<file path="src/rtl/cpu_defs.sv">
// Shared CPU constants: datapath width, register address width, x0 index.
// Imported by the writeback arbiter and its round-robin picker.
package cpu_defs;

  localparam int XLEN = 32;
  localparam int RAW  = 5;

  localparam logic [RAW-1:0] REG_ZERO = 5'd0;

  function automatic int idx_w(input int n);
    return (n > 1) ? $clog2(n) : 1;
  endfunction

endpackage

</file>
<file path="src/rtl/rr_pick.sv">
// Combinational round-robin picker: one-hot grant on the first set req
// scanning ptr+1, ptr+2, ... modulo N. Ports: req, ptr in; gnt out.
module rr_pick
  import cpu_defs::*;
#(
  parameter int N  = 3,
  parameter int PW = idx_w(N)
) (
  input  logic [N-1:0]  req,
  input  logic [PW-1:0] ptr,
  output logic [N-1:0]  gnt
);

  logic          found;
  logic [PW-1:0] idx;

  always_comb begin
    gnt   = '0;
    found = 1'b0;
    idx   = '0;
    for (int i = 1; i <= N; i++) begin
      idx = PW'((int'(ptr) + i) % N);
      if (!found && req[idx]) begin
        gnt[idx] = 1'b1;
        found    = 1'b1;
      end
    end
  end

endmodule

</file>
<file path="src/rtl/rf_wr_arbiter.sv">
// Register-file write-port arbiter: round-robin among NREQ writeback
// sources, registered RegWr/Rw/busW, x0 writes dropped, global wr_stall.
// Ports: clk, rst, wr_stall, req_valid/ready/rd/data, RegWr, Rw, busW,
// grant_id, wr_pending.
module rf_wr_arbiter #(
  parameter int NREQ = 3,
  parameter int XLEN = 32,
  parameter int RAW  = 5,
  parameter int GW   = (NREQ > 1) ? $clog2(NREQ) : 1
) (
  input  logic                 clk,
  input  logic                 rst,
  input  logic                 wr_stall,
  input  logic [NREQ-1:0]      req_valid,
  output logic [NREQ-1:0]      req_ready,
  input  logic [NREQ*RAW-1:0]  req_rd,
  input  logic [NREQ*XLEN-1:0] req_data,
  output logic                 RegWr,
  output logic [RAW-1:0]       Rw,
  output logic [XLEN-1:0]      busW,
  output logic [GW-1:0]        grant_id,
  output logic                 wr_pending
);

  import cpu_defs::*;

  logic [GW-1:0]   ptr;
  logic [GW-1:0]   gidx;
  logic [NREQ-1:0] pick;
  logic [RAW-1:0]  rd_sel;
  logic [XLEN-1:0] data_sel;
  logic            any_gnt;

  rr_pick #(
    .N  (NREQ),
    .PW (GW)
  ) u_pick (
    .req (req_valid),
    .ptr (ptr),
    .gnt (pick)
  );

  assign req_ready  = wr_stall ? '0 : pick;
  assign any_gnt    = |req_ready;
  assign wr_pending = (|req_valid) && !any_gnt;

  always_comb begin
    gidx     = '0;
    rd_sel   = '0;
    data_sel = '0;
    for (int i = 0; i < NREQ; i++) begin
      if (req_ready[i]) begin
        gidx     = GW'(i);
        rd_sel   = req_rd[i*RAW +: RAW];
        data_sel = req_data[i*XLEN +: XLEN];
      end
    end
  end

  // x0 grants still advance ptr/grant_id but leave Rw/busW untouched.
  always_ff @(posedge clk) begin
    if (rst) begin
      ptr      <= GW'(NREQ - 1);
      RegWr    <= 1'b0;
      Rw       <= '0;
      busW     <= '0;
      grant_id <= '0;
    end else begin
      RegWr <= 1'b0;
      if (any_gnt) begin
        ptr      <= gidx;
        grant_id <= gidx;
        if (rd_sel != RAW'(REG_ZERO)) begin
          RegWr <= 1'b1;
          Rw    <= rd_sel;
          busW  <= data_sel;
        end
      end
    end
  end

endmodule

</file>
<file path="config.mk">
export PLATFORM = sky130hd
export DESIGN_NAME = rf_wr_arbiter
export DESIGN_NICKNAME = d
export VERILOG_FILES = /design/src/rtl/cpu_defs.sv /design/src/rtl/rr_pick.sv /design/src/rtl/rf_wr_arbiter.sv
export SDC_FILE = /design/constraint.sdc
export NUM_CORES = 1
export LEC_CHECK = 0
export BUFFER_PORTS_ARGS = -buffer_cell sky130_fd_sc_hd__buf_2
export CELL_PAD_IN_SITES_DETAIL_PLACEMENT = 0
export CELL_PAD_IN_SITES_GLOBAL_PLACEMENT = 1
export CORE_MARGIN = 2
export CORE_UTILIZATION = 31
export CTS_BUF_LIST = sky130_fd_sc_hd__clkbuf_16
export DETAILED_ROUTE_END_ITERATION = 12
export GPL_TIMING_DRIVEN = 1
export PLACE_DENSITY = 0.88
export SYNTH_ARGS = -nofsm -noshare
export SYNTH_HDL_FRONTEND = slang
export SYNTH_HIERARCHICAL = 1
export SYNTH_SLANG_ARGS = --single-unit
</file>
<file path="constraint.sdc">
create_clock -name clk -period 4.13 [get_ports clk]
set_input_delay 0.2065 -clock clk [delete_from_list [all_inputs] [get_ports clk]]
set_output_delay 0.2065 -clock clk [all_outputs]
set_load 0.02 [all_outputs]
</file>
==> impl_metrics.csv, run 1 <==
group,metric,value,unit
finish,nFillCells,889,
floorplan,io_pins,161,
floorplan,row_count,33,
yosys,postSynthAreaPerCell,7.81,um^2
yosys,ys.flop_type,"dfxtp_1",
global_routing,grt_start_max_net_pins,44,
finish,area_delta_synth_final,39.0,%
route,dr.first_iter.drc_count,93,
route,dr.pass1.iters,5,
worst_setup_path,crit_cells,11,
clocking,htree_levels,2,
sta,maxSlewViolCount,0,
yosys,synth-seq-cells,41,
floorplan,start_util,31.7,%
sta,fmax,289,MHz
sta,holdWs,0.212,ns
finish,drive_above_1_share,39.8,%
worst_hold_path,worstHoldEndpoint,"busW[8]",
worst_setup_path,rr_startpoint,"grant_id[0]",
worst_setup_path,critPathSlowestCell,"and2_1",
placement,gp_congestion,0.896,
worst_setup_path,path_cells,"inv_1, ha_1, mux2i_1, nand2_1, a21oi_1, o21a_1, clkinv_1, a31oi_1, a221o_1, and2_1, a211oi_1",
clocking,cts_buffers,5,
global_routing,grt_use_total,18.0,%
yosys,yosys.area.top_type_share,31.9,%
finish,fin_util,44.0,%
status,status,"finished, final reports clean",
global_routing,grt_pass1_vias,2625,
yosys,synth_fa_ha_area_share,1.94,%
yosys,syn_area,2580,um^2
worst_setup_path,required,4.25,ns
finish,fin_nets,592,
sta,fin_skew,0.00298,ns
sta,maxSlewHeadroom,43.5,%
sta,setup_violations,0,
clocking,cts_tree,"done",
job,maxCapViolations,0,
floorplan,core,8130,um^2
yosys,synth_warnings,6,
sta,tightest_slew,0.848,ns
finish,n_antenna_cell,0,
clocking,cts.repair.resized,0,
global_routing,antenna_found_initial,0,
floorplan,dieArea,9060,um^2
sta,setup_tns,0,ns
yosys,synth_mux_area_share,1.17,%
route,viasPerCell,5.05,
yosys,synth_edf_count,0,
worst_setup_path,end_kind,"flip-flop",
worst_setup_path,crit_start,"grant_id[0]",
clocking,cts_num_sinks,41,
clocking,insertion_delay,0.28,ns
worst_setup_path,worst_r2r_endpoint,"busW[21]",
yosys,async_flop_share,0,%
global_routing,grt_overflow,0,
yosys,yosysTopAreaCell,"dfxtp_1",
yosys,ys_seq_area_share,31.9,%
route,drtAntennaViolNets,0,
pwr,p_per_area,759,nW/um^2
worst_setup_path,path_delay_family,"compound AO/OA/AOI/OAI gates",
worst_setup_path,arrival,3.58,ns
yosys,synth_most_common_cell,"a21oi_1",
pwr,vdd_ir_drop_max,0.268,mV
global_routing,grt_pass1_wl,12800,um
worst_setup_path,crit_type,"reg2reg",
worst_setup_path,cp_num_buf_inv,2,
sta,min_period,3.46,ns
yosys,syn_nets,451,
route,via_count,2913,
worst_setup_path,cp_max_fo,15,
clocking,clkTransAtPathRegs,0.06,ns
floorplan,die_h,95.2,um
clocking,post_cts_buffers,0,
yosys,synth_cell_type_count,43,
worst_hold_path,whs_path_depth,3,
pwr,p_leak,0.00163,uW
yosys,synthXorXnorAreaFrac,0,%
worst_setup_path,r2r_setup_slack,0.67,ns
worst_setup_path,reg2regPathDepth,11,
clocking,hold_buffers,0,
route,wirelength,8200,um
worst_hold_path,worstHoldStart,"req_data[40]",
floorplan,die_x,95.2,um
sta,period_share,83.9,%
worst_setup_path,cpPeakStageDelay,0.63,ns
yosys,synthSimpleGateAreaFrac,10.8,%
placement,io_buffers,160,
sta,hold_violations,0,
yosys,synthCells,330,
sta,grt_setup_unrepaired,"false",
clocking,clk_path_buf_depth,2,
route,route.detailed.drc,0,
clocking,clock-root-buffer,"clkbuf_16",
yosys,synth-compound-area-share,42.0,%
yosys,synth_top_family_by_area,"compound AO/OA/AOI/OAI gates",
yosys,yosys-top-cells-count,"45 x a21oi_1, 41 x dfxtp_1, 36 x inv_1",
worst_setup_path,cp-start-kind,"flip-flop",
route,avgRoutedWirePerCell,14.2,um
placement,hpwl,6210,um
worst_hold_path,hold_class,"in2reg",
yosys,yosys-top-cells-area,"dfxtp_1 32%, a21oi_1 8.7%, a22o_1 6.1%",
-- tightest hold or removal path, delay by kind of cell --
family | cells | cell delay [ns]
AOI/OAI and AO/OA | 2 | 0.17
buffers and inverters | 1 | 0.08
-- worst max path at each step --
| stage | endpoint | slack (ns) |
|---|---|---|
| finish | busW[21] | 0.67 |
| global route | busW[18] | 0.29 |
| CTS | busW[21] | 0.66 |
| detailed placement | busW[21] | 0.71 |
| global placement | busW[18] | 0.86 |
| floorplan | wr_pending | 1.27 |
-- registers in the layout, summed over array words and instances, names as in the netlist --
signal,flops
busW,32
grant_id,2
RegWr,1
Rw,5
ptr,1
-- kinds of logic (layout without fill, tap and decap cells) --
group,after synthesis,after routing
buffers and inverters,71,213
AOI/OAI and AO/OA,159,159
adders and majority gates,4,4
and+or+nand+nor,52,52
muxes,3,3
DFF,41,41
-- power breakdown --
group / internal, uW / switching (uW) / total, uW / leakage [uW]
logic: 645 / 1040 / 1680 / 0.00121
registers: 538 / 69.8 / 608 / 0.000338
clock network: 281 / 147 / 428 / 0.0000826
total: 1460 / 1260 / 2720 / 0.00163
-- layer usage --
metal / share of wire, % / global-route usage (%) / up-vias
met1: 40 / 21.4 / 1306
met3: 9.3 / 4.90 / 6
li1: - / - / 1472
met4: 1.1 / 3.50 / 0
met2: 50 / 32.3 / 129
met5: 0 / 0 / -
-- layout by cell type (no fill, tap or decap), types with 8 or more instances in the layout --
master / count
inv_1: 37
a31oi_1: 19
a21oi_1: 45
nand2_1: 23
buf_4: 8
a21boi_1: 18
dfxtp_1: 41
a22o_1: 18
o21ai_0: 16
buf_2: 160
a22oi_1: 14
-- layout make-up --
type | instances | area (um^2) | share of cell area (%)
inverters | 37 | 139 | 3.88
flip-flops and latches | 41 | 821 | 22.9
well taps | 105 | 131 | 3.67
repair buffers | 168 | 861 | 24.0
multi-input cells | 218 | 1470 | 41.0
clock inverters | 3 | 37.5 | 1.05
clock buffers | 5 | 125 | 3.49
-- stage by stage --
step / worst slack (ns) / total power, uW / cells / instance area [um^2]
finish: 0.666 / 2720 / 577 / 3580
detailed placement: 0.707 / 2310 / 569 / 3420
global placement: 0.861 / 2270 / 569 / 3420
CTS: 0.664 / 2750 / 577 / 3580
floorplan: 1.27 / 1910 / 330 / 2580
global route: 0.288 / 2970 / 577 / 3580
(Power assumes the default switching activity.)
==> run 2, diff against run 1 <==
ABC_AREA = 1   (was default)
CORE_UTILIZATION = 28   (was 31)
PLACE_DENSITY = 0.83   (was 0.88)
clock period = 3.2 ns   (was 4.13 ns; I/O delays follow)
==> run 2 against run 1 <==
Against the previous run:
- synthesized area is 7.4% higher
- register-to-register slack worse by 0.36 ns
- count of clock-buffer cells in the layout unchanged
- setup slack got worse by 0.37 ns
- largest cell class unchanged
==> impl_metrics.csv, run 2 <==
group,metric,value,unit
finish,n_antenna_cell,0,
worst_setup_path,reg2regPathDepth,17,
route,avgRoutedWirePerCell,12.6,um
global_routing,grt_pass1_vias,2948,
finish,final_cell_mix,"160 x buf_2, 133 x nand2_1, 88 x nand3_1, 66 x nor2_1, 41 x dfxtp_1",
floorplan,row_count,36,
placement,dp_slack,-0.0238,ns
floorplan,dieArea,10700,um^2
worst_setup_path,cpPeakStageDelay,0.40,ns
clocking,clkTransAtPathRegs,0.06,ns
yosys,synth_most_common_cell,"nand2_1",
sta,min_period,2.90,ns
sta,period_share,90.6,%
worst_hold_path,worstHoldEndpoint,"grant_id[1]",
worst_setup_path,cp_num_buf_inv,4,
placement,numPlacedInstances,728,
worst_setup_path,arrival,2.74,ns
yosys,syn_area,2770,um^2
floorplan,core,9680,um^2
worst_setup_path,required,3.04,ns
finish,fin_util,40.2,%
floorplan,die_x,103,um
sta,setup_ws,0.300,ns
finish,largestRegisters,"busW x32, Rw x5, grant_id x2",
sta,tightest_slew,0.411,ns
route,dr.pass1.iters,4,
finish,layout.cells.non_filler,742,
clocking,cts_buffers,5,
clocking,insertion_delay,0.28,ns
global_routing,grt_use_total,15.8,%
yosys,synthCells,454,
finish,nFillCells,1069,
worst_setup_path,path_cells,"inv_1, ha_1, inv_2, nand2_1, nand2_1, nand2_1, nand2_2, nor2_2, nand2_1, nand3_2, nand2_4, inv_2, nor3_2, o31a_1, buf_2",
sta,setup_violations,0,
finish,fin_nets,730,
placement,place_area,3650,um^2
placement,hpwl,7050,um
yosys,yosys-top-cells-count,"133 x nand2_1, 90 x nand3_1, 66 x nor2_1",
global_routing,grt_overflow,0,
clocking,htree_levels,2,
yosys,ys.flop_type,"dfxtp_1",
worst_setup_path,crit_top_cell,"nand2_1",
worst_setup_path,path_delay_family,"simple AND/OR/NAND/NOR gates",
finish,drive_above_1_share,34.3,%
pwr,p_per_area,1400,nW/um^2
status,status,"finished, final reports clean",
global_routing,grt_start_max_net_pins,37,
worst_setup_path,rr_startpoint,"grant_id[0]",
pwr,p_leak,0.00218,uW
finish,regArea,821,um^2
finish,largest_reg_flops,32,
sta,maxSlewViolCount,0,
route,wirelength,9340,um
yosys,async_flop_share,0,%
yosys,yosys.area.top_type_share,29.7,%
clocking,cts_tree,"done",
clocking,cts_num_sinks,41,
clocking,clk_path_buf_depth,2,
worst_setup_path,end_kind,"output port",
yosys,synth_warnings,6,
yosys,synth_cell_type_count,27,
finish,design_area,3890,um^2
finish,multi_input_area,1650,um^2
placement,gp_congestion,0.856,
yosys,syn_nets,575,
worst_setup_path,cp_max_fo,8,
worst_hold_path,whs_path_depth,2,
worst_setup_path,cp-start-kind,"flip-flop",
yosys,yosysTopAreaCell,"dfxtp_1",
worst_setup_path,critPathSlowestCell,"dfxtp_1",
global_routing,grt_pass1_wl,13300,um
floorplan,die_h,103,um
worst_hold_path,hold_class,"in2reg",
placement,io_buffers,160,
yosys,ys_seq_area_share,29.7,%
floorplan,start_util,28.6,%
sta,fin_skew,0.00525,ns
global_routing,antenna_found_initial,1,
worst_setup_path,worst_r2r_endpoint,"busW[29]",
worst_setup_path,crit_type,"reg2out",
yosys,yosys-top-cells-area,"dfxtp_1 30%, nand2_1 18%, nand3_1 16%",
yosys,synth-seq-cells,41,
sta,grt_setup_unrepaired,"false",
sta,fmax,345,MHz
pwr,vdd_ir_drop_max,0.660,mV
route,viasPerCell,4.55,
finish,final_common_cell,"buf_2",
job,maxCapViolations,0,
sta,maxSlewHeadroom,72.4,%
route,dr.first_iter.drc_count,117,
finish,area_delta_synth_final,40.6,%
route,drtAntennaViolNets,0,
clocking,hold_buffers,0,
route,route.detailed.drc,0,
route,via_count,3378,
finish,top_register,"busW",
yosys,postSynthAreaPerCell,6.09,um^2
yosys,synth_edf_count,0,
floorplan,io_pins,161,
clocking,clock-root-buffer,"clkbuf_16",
worst_setup_path,r2r_setup_slack,0.31,ns
sta,hold_violations,0,
worst_hold_path,worstHoldStart,"rst",
run 2: cells by family (layout without fill, tap and decap cells):
kind of cell | Yosys count | in the layout | synth area share, %
and+or+nand+nor | 311 | 312 | 50.5
adders and majority gates | 4 | 4 | 1.81
DFF | 41 | 41 | 29.7
buffers and inverters | 71 | 225 | 11.8
AOI/OAI and AO/OA | 27 | 27 | 6.20
run 2: area by class of cell:
class	instances	share of cell area, %
inverters	43	4.28
clock inverters	2	0.901
repair buffers	175	23.9
flip-flops and latches	41	21.1
clock buffers	5	3.22
well taps	133	4.28
multi-input cells	343	42.3
run 2: per-layer routing:
metal	track usage [%]	vias to the layer above	share of wire (%)	wire length, um
met3	4.23	6	8.1	752
met2	29.1	126	47	4390
met1	18.1	1485	44	4120
met4	3.44	0	0.81	76
li1	-	1761	-	-
met5	0	-	0	0
run 2: repair_timing:
| action | 4_1_cts | 5_1_grt |
|---|---|---|
| gates resized for setup | 2 | 5 |
| pin swaps | 0 | 2 |
| cloned | 0 | 1 |
| endpoints found under the setup margin | 17 | 38 |
| buffers inserted | 0 | 6 |
run 2: worst max-delay path by stage:
stage	from	endpoint	slack, ns	cells after the start
global route	grant_id[0]	Rw[0]	0.009	17
global placement	grant_id[0]	Rw[1]	0.14	20
floorplan	grant_id[0]	wr_pending	0.71	15
finish	grant_id[0]	wr_pending	0.30	15
CTS	grant_id[0]	busW[27]	0.09	20
detailed placement	grant_id[0]	busW[27]	-0.02	20
run 2: power breakdown:
part / switching, uW / internal, uW / total [uW]
logic: 2600 / 1480 / 4080
registers: 95.2 / 725 / 821
clock network: 197 / 362 / 559
total: 2890 / 2560 / 5460
run 2: through the flow:
step	setup TNS, ns	total power, uW	hold slack, ns
after global placement	0	4610	0.397
final	0	5460	0.117
after global routing	0	6060	0.115
after floorplan	0	3910	0.229
after CTS	0	5260	0.108
after detailed placement	-0.140	4670	0.406
==> run 3, diff against run 2 <==
CORE_UTILIZATION = 29   (was 28)
CTS_BUF_LIST = sky130_fd_sc_hd__clkbuf_4   (was sky130_fd_sc_hd__clkbuf_16)
PLACE_DENSITY = 0.85   (was 0.83)
==> run 3 against run 2 <==
Against the previous run:
- sequential power about the same
- non-clock buffer count down 3
- total power shrank 5.9%
- critical path type is now reg2reg
- largest cell class unchanged
==> impl_metrics.csv, run 3 (synthesized netlist as in run 2, its figures left out) <==
group,metric,value,unit
finish,largest_reg_flops,32,
pwr,p_leak,0.00213,uW
route,viasPerCell,4.53,
sta,hold_violations,0,
floorplan,die_h,102,um
finish,nFillCells,1060,
finish,multi_input_area,1670,um^2
global_routing,grt_overflow,0,
clocking,insertion_delay,0.35,ns
sta,period_share,91.0,%
sta,tightest_slew,0.694,ns
finish,regArea,822,um^2
clocking,cts_tree,"done",
sta,fmax,344,MHz
floorplan,io_pins,161,
clocking,clock-root-buffer,"clkbuf_4",
pwr,p_total,5130,uW
sta,maxSlewViolCount,0,
route,dr.pass1.iters,4,
worst_hold_path,hold_class,"in2reg",
sta,setup_violations,0,
floorplan,row_count,35,
route,drtAntennaViolNets,0,
sta,setup_tns,0,ns
finish,largestRegisters,"busW x32, Rw x5, grant_id x2",
global_routing,grt_pass1_vias,3031,
clocking,htree_levels,2,
clocking,hold_buffers,0,
status,status,"finished, final reports clean",
floorplan,core,9240,um^2
route,route.detailed.drc,0,
floorplan,start_util,29.9,%
clocking,cts_num_sinks,41,
pwr,vdd_ir_drop_max,0.915,mV
finish,top_register,"busW",
global_routing,antenna_found_initial,1,
worst_setup_path,crit_type,"reg2reg",
finish,area_delta_synth_final,36.5,%
clocking,cts_buffers,5,
worst_setup_path,cp-start-kind,"flip-flop",
worst_setup_path,required,3.49,ns
worst_setup_path,cp_num_buf_inv,6,
worst_setup_path,cpPeakStageDelay,0.39,ns
placement,io_buffers,160,
worst_setup_path,cp_max_fo,18,
global_routing,grt_start_max_net_pins,36,
finish,final_cell_mix,"160 x buf_2, 133 x nand2_1, 89 x nand3_1, 66 x nor2_1, 40 x dfxtp_1",
finish,drive_above_1_share,34.2,%
finish,fin_nets,728,
sta,grt_setup_unrepaired,"false",
clocking,clk_path_buf_depth,2,
worst_setup_path,critPathSlowestCell,"dfxtp_2",
worst_setup_path,path_delay_family,"simple AND/OR/NAND/NOR gates",
worst_setup_path,crit_top_cell,"nand2_1",
sta,maxSlewHeadroom,53.4,%
route,wirelength,9450,um
placement,hpwl,7070,um
pwr,p_per_area,1360,nW/um^2
route,via_count,3340,
worst_setup_path,end_kind,"flip-flop",
worst_setup_path,path_cells,"inv_1, ha_1, inv_2, nand2_1, nand2_1, nand2_1, nand2_2, nor2_2, nand2_1, nand3_1, inv_2, nor2_2, buf_4, nand2_1, clkinv_1, buf_4, a22oi_1, nand2_1, nor2_1, nor2_1",
worst_setup_path,arrival,3.20,ns
route,avgRoutedWirePerCell,12.8,um
clocking,clkTransAtPathRegs,0.12,ns
sta,fin_skew,0.0102,ns
floorplan,dieArea,10300,um^2
sta,min_period,2.91,ns
finish,n_antenna_cell,0,
floorplan,die_x,102,um
job,maxCapViolations,0,
route,dr.first_iter.drc_count,107,
global_routing,grt_use_total,17.1,%
placement,gp_congestion,0.815,
finish,final_common_cell,"buf_2",
global_routing,grt_pass1_wl,14100,um
==> run 3: metrics by stage <==
stage	instances	hold slack [ns]	area, um^2	util [%]	setup WS (ns)
after CTS	732	0.0189	3690	39.9	0.110
after global routing	737	0.0203	3780	40.9	0.0390
final	737	0.0281	3780	40.9	0.290
after global placement	724	0.393	3630	39.3	0.331
after floorplan	454	0.229	2770	-	0.710
after detailed placement	724	0.409	3630	39.3	0.194
==> run 3: area by class of cell <==
class,count,share of cell area [%]
multi-input cells,344,44.2
clock inverters,3,0.464
well taps,129,4.27
clock buffers,5,0.994
flip-flops and latches,41,21.8
inverters,43,4.27
repair buffers,172,24.0
==> run 3: timing repair <==
item                                    4_1_cts  5_1_grt
gates resized for setup                       1        6
cloned                                        0        2
buffers inserted                              0        3
pin swaps                                     0        3
endpoints found under the setup margin        1       39
==> run 3: final timing paths <==
| path | slack (ns) | endpoint | start | cells past startpoint |
|---|---|---|---|---|
| setup / recovery | 0.29 | busW[17] | grant_id[0] | 20 |
| hold / removal | 0.03 | grant_id[0] | rst | 2 |
| setup reg to reg | 0.29 | busW[17] | grant_id[0] | 20 |
| hold reg to reg | 0.47 | busW[23] | busW[23] | 2 |
==> run 3: layer usage <==
layer  vias up  wire length (um)  GRT usage (%)
li1       1759                 -              -
met1      1450              4380           21.0
met2       122              4270           30.4
met3         7               727           4.55
met4         2                60           2.81
met5         -                11              0
==> run 3: where the power goes <==
group	switching (uW)	internal (uW)	leakage (uW)
clock	181	83.5	0.0000326
combinational	2660	1390	0.00176
sequential	95.2	724	0.000337
